`config.mk`:
```
export PLATFORM = sky130hd
export DESIGN_NAME = fft_peak_search
export DESIGN_NICKNAME = d
export VERILOG_FILES = /design/src/rtl/fft_peak_search.sv
export SDC_FILE = /design/constraint.sdc
export NUM_CORES = 1
export LEC_CHECK = 0
export CORE_MARGIN = 2
export CORE_UTILIZATION = 57
export CTS_CLUSTER_SIZE = 24
export DETAILED_ROUTE_END_ITERATION = 12
export PLACE_DENSITY = 0.81
export SLEW_MARGIN = 15
export SYNTH_ARGS = -nofsm -noshare
export SYNTH_HDL_FRONTEND = slang
export SYNTH_SLANG_ARGS = --single-unit
```
`constraint.sdc`:
```
create_clock -name clk -period 3.43 [get_ports clk]
set_input_delay 0.343 -clock clk [delete_from_list [all_inputs] [get_ports clk]]
set_output_delay 0.343 -clock clk [all_outputs]
set_load 0.05 [all_outputs]
```
`src/rtl/fft_peak_search.sv`:
```
// Per-frame peak, second-peak and window sum over an FFT magnitude stream.
// Results and the result_valid/frame_err pulses land one cycle after the closing beat; no backpressure, one beat per cycle.
module fft_peak_search #(
    parameter int WIDTH       = 16,
    parameter int N           = 1024,
    parameter int IDX_W       = 10,
    parameter int DC_SKIP     = 2,
    parameter int SEARCH_HALF = 1
) (
    input  logic                   clk,
    input  logic                   rst_n,
    input  logic [WIDTH-1:0]       amp,
    input  logic                   amp_sop,
    input  logic                   amp_valid,
    input  logic                   amp_eop,
    output logic [IDX_W-1:0]       peak_idx,
    output logic [WIDTH-1:0]       peak_amp,
    output logic [IDX_W-1:0]       sec_idx,
    output logic [WIDTH-1:0]       sec_amp,
    output logic [WIDTH+IDX_W-1:0] amp_sum,
    output logic                   result_valid,
    output logic                   frame_err,
    output logic                   busy
);

    localparam int SUM_W = WIDTH + IDX_W;

    typedef enum logic {IDLE, COLLECT} state_t;

    state_t             state;
    logic [IDX_W-1:0]   cnt;
    logic [WIDTH-1:0]   w_max_amp, w_sec_amp;
    logic [IDX_W-1:0]   w_max_idx, w_sec_idx;
    logic [SUM_W-1:0]   w_sum;
    logic               pub_pend, err_pend;

    logic               start, in_win, last;
    logic [IDX_W-1:0]   k;
    logic [WIDTH-1:0]   b_max_amp, b_sec_amp, n_max_amp, n_sec_amp;
    logic [IDX_W-1:0]   b_max_idx, b_sec_idx, n_max_idx, n_sec_idx;
    logic [SUM_W-1:0]   b_sum, n_sum;

    assign start = amp_valid && amp_sop;
    assign k     = start ? '0 : cnt;
    assign last  = (k == IDX_W'(N - 1));
    // N is a power of two, so "below N/2" is just a clear index MSB.
    assign in_win = (k >= IDX_W'(DC_SKIP)) && ((SEARCH_HALF == 0) || !k[IDX_W-1]);

    always_comb begin
        b_max_amp = start ? '0 : w_max_amp;
        b_max_idx = start ? '0 : w_max_idx;
        b_sec_amp = start ? '0 : w_sec_amp;
        b_sec_idx = start ? '0 : w_sec_idx;
        b_sum     = start ? '0 : w_sum;
        n_max_amp = b_max_amp;
        n_max_idx = b_max_idx;
        n_sec_amp = b_sec_amp;
        n_sec_idx = b_sec_idx;
        n_sum     = b_sum;
        if (in_win) begin
            n_sum = b_sum + SUM_W'(amp);
            if (amp > b_max_amp) begin
                n_sec_amp = b_max_amp;
                n_sec_idx = b_max_idx;
                n_max_amp = amp;
                n_max_idx = k;
            end else if (amp > b_sec_amp) begin
                n_sec_amp = amp;
                n_sec_idx = k;
            end
        end
    end

    assign busy = (state == COLLECT);

    always_ff @(posedge clk or negedge rst_n) begin
        if (!rst_n) begin
            state        <= IDLE;
            cnt          <= '0;
            w_max_amp    <= '0;
            w_max_idx    <= '0;
            w_sec_amp    <= '0;
            w_sec_idx    <= '0;
            w_sum        <= '0;
            pub_pend     <= 1'b0;
            err_pend     <= 1'b0;
            peak_idx     <= '0;
            peak_amp     <= '0;
            sec_idx      <= '0;
            sec_amp      <= '0;
            amp_sum      <= '0;
            result_valid <= 1'b0;
            frame_err    <= 1'b0;
        end else begin
            result_valid <= pub_pend;
            frame_err    <= err_pend;
            pub_pend     <= 1'b0;
            err_pend     <= 1'b0;
            // Working registers still hold the finished frame here even if a new sop clears them this edge.
            if (pub_pend) begin
                peak_idx <= w_max_idx;
                peak_amp <= w_max_amp;
                sec_idx  <= w_sec_idx;
                sec_amp  <= w_sec_amp;
                amp_sum  <= w_sum;
            end
            if (amp_valid && (start || state == COLLECT)) begin
                w_max_amp <= n_max_amp;
                w_max_idx <= n_max_idx;
                w_sec_amp <= n_sec_amp;
                w_sec_idx <= n_sec_idx;
                w_sum     <= n_sum;
                cnt       <= k + 1'b1;
                case (state)
                    IDLE: begin
                        if (amp_eop) err_pend <= 1'b1;
                        else         state    <= COLLECT;
                    end
                    COLLECT: begin
                        if (amp_sop) begin
                            err_pend <= 1'b1;
                            if (amp_eop) state <= IDLE;
                        end else if (amp_eop) begin
                            if (last) pub_pend <= 1'b1;
                            else      err_pend <= 1'b1;
                            state <= IDLE;
                        end else if (last) begin
                            err_pend <= 1'b1;
                            state    <= IDLE;
                        end
                    end
                    default: state <= IDLE;
                endcase
            end
        end
    end

endmodule

```
==> impl_metrics.tcl <==
set metrics [dict create \
    run_status "completed" \
    htreeDepth 4 \
    yosysTopAreaCellShare_pct 48.5 \
    root_buffer "clkbuf_16" \
    cts_sinks 171 \
    synthTopCellsByArea "dfrtp_1, mux2_2, ha_1, nand2_1, and2_1" \
    clk_pin_slew_ns 0.07 \
    overflow 0 \
    die_w_microns 128 \
    period_minus_slack_ns 3.19 \
    fillers 1110 \
    crit_start "amp_sop" \
    finClkSkew_ns 0.00669 \
    vias_per_cell 6.01 \
    cts-resized-gates 0 \
    arrival_ns 3.45 \
    io_buffers 101 \
    syn-num-nets 925 \
    wl_microns 21100 \
    die-area_sq_um 16500 \
    fmax_mhz 314 \
    r2r_start "w_max_amp[11]" \
    hpwl_microns 14600 \
    period_share_pct 92.9 \
    worst_pin_slew_ns 0.888 \
    synth_flop_cell "dfrtp_1" \
    postRouteAntennaNets 0 \
    yosysTopAreaCell "dfrtp_1" \
    syn_avg_cell_area_sq_um 10.4 \
    seq_area_sq_um 4280 \
    placed_area_sq_um 10300 \
    fin_nets 1044 \
    setup_viol 0 \
    yosysUniqueCellTypes 58 \
    drt_iter0_drc 722 \
    ctsHoldBuffers 1 \
    die_h_microns 128 \
    start_util_pct 58.3 \
    io_pins 102 \
    rsz0062_at_grt "no" \
    cts_tree "done" \
    power.density_nw_per_um2 538 \
    async_flop_share_pct 100 \
    hold_viol 0 \
    drv_cap 0 \
    place.gp.congestion 0.917 \
    crit_required_ns 3.69 \
    holdCritStartpoint "err_pend" \
    via_count 7034 \
    drtPass1Iterations 5 \
    fin_area_sq_um 10900 \
    route.detailed.drc 0 \
    synthTopCellsByCount "dfrtp_1, nand2_1, mux2_2" \
    grt_usage_pct 27.0 \
    seq_area_frac_synth_pct 48.5 \
    antenna_found_initial 0 \
    yosys_warnings 0 \
    clk_path_buf_depth 2 \
    hold-worst-slack_ns 0.352 \
    grt_pass1_wl_microns 35100 \
    setup.worst_path.end_class "flip-flop" \
    ys_ff_latch 171 \
    netlist_instances 851 \
    p_leak_nw 5.10 \
    syn_to_final_growth_pct 23.6 \
    grt_max_degree 77 \
    multiInputGateArea_sq_um 4180 \
    synth_edf_count 0 \
    core_sq_um 15100 \
    cp_max_fo 30 \
    crit_path_start_kind "input pin" \
    final_max_slew_viol_count 0 \
    layout-drive-gt1-share_pct 16.5 \
    slew_headroom_pct 40.8 \
    wl_per_cell_microns 18.0 \
    yosysMostFrequentCell "dfrtp_1" \
    rows 45 \
    clock_latency_ns 0.42 \
    insertedDiodeCount 0 \
    ir_worst_vdd_mv 0.397 \
    path_class "in -> reg" \
    grt_pass1_vias 6910 \
    hold_class "reg -> reg" \
    cts_setup_buffers 0 \
    netlist_area_sq_um 8830 \
    numCtsBuffers 17 \
]
[worst paths after layout]
kind                                  to  cells past startpoint  slack [ns]
setup / recovery            w_sec_idx[7]                     12        0.24
hold / removal                 frame_err                      0        0.35
max in group asynchronous  w_max_amp[12]                      3        2.05
min in group asynchronous    amp_sum[19]                      2        0.52
setup reg to reg            w_sec_idx[7]                      9        0.57
hold reg to reg                frame_err                      0        0.35
[critical path, stage by stage]
cell,delay (ns)
clkdlybuf4s50_1,0.45
nand2_2,0.16
buf_12,0.19
nand2_1,0.09
ha_1,0.32
a21oi_1,0.17
o221a_1,0.23
o21ai_2,0.07
a221oi_2,0.35
nor2_1,0.14
nor3_2,0.70
a221oi_1,0.22
[stage by stage]
step,power [W],cells,setup WS (ns),TNS (ns),utilization [%]
CTS,0.00588,1171,0.330,0,72.0
global route,0.00620,1171,0.0961,0,72.0
floorplan,0.00340,851,0.0187,0,-
detailed placement,0.00387,1138,-0.118,-1.29,67.9
global placement,0.00383,1138,-0.0722,-0.195,67.9
finish,0.00587,1171,0.243,0,72.0
[state kept, by name (all words and copies together) (netlist names)]
name          count
w_sum            26
sec_idx          10
amp_sum          26
w_max_idx        10
peak_amp         16
w_sec_idx        10
frame_err         1
pub_pend          1
err_pend          1
busy              1
w_sec_amp        16
sec_amp          16
peak_idx         10
cnt              10
result_valid      1
w_max_amp        16
[report_power, final]
part,switching (W),internal [W],total (W)
combinational,0.000847,0.000610,0.00146
clock,0.000833,0.00116,0.00199
sequential,0.000177,0.00224,0.00242
[layout by cell type (no fill, tap or decap), types with 8 or more instances in the layout]
cell type	instances
o21ai_0	45
nor2_1	32
inv_1	51
a21oi_1	50
nor4_1	15
nand3_1	17
and2_1	41
a211o_1	12
a221oi_1	10
nand4_1	10
xor2_1	11
and3_1	8
mux2_2	78
xnor2_1	15
clkdlybuf4s50_1	100
buf_4	36
dfrtp_1	170
nand2_1	89
ha_1	52
nor3_1	20
clkbuf_16	17
a21o_1	8
a31oi_1	14
[per-layer routing]
layer	wire, microns	up-vias	track usage [%]
met4	369	0	8.34
met1	9360	3507	37.6
met2	10100	240	43.5
met3	1230	34	4.82
met5	0	-	0
li1	-	3253	-
[cell type report]
type / count / area share, %
Multi-Input combinational cell: 585 / 38.3
Clock inverter: 15 / 1.71
Inverter: 51 / 1.76
Timing Repair Buffer: 144 / 13.0
Tap cell: 188 / 2.16
Clock buffer: 17 / 3.90
Sequential cell: 171 / 39.2
[logic make-up (layout without fill, tap and decap cells)]
kind of cell / count (synthesis) / after routing / share of synthesized area (%)
xor gates and xnor gates: 26 / 26 / 2.58
and+or+nand+nor: 247 / 247 / 13.7
DFF: 171 / 171 / 48.5
buffers and inverters: 95 / 227 / 4.32
muxes: 80 / 80 / 10.2
AOI/OAI and AO/OA: 179 / 179 / 13.2
adders and majority gates: 53 / 53 / 7.60
(Power assumes the default switching activity.)
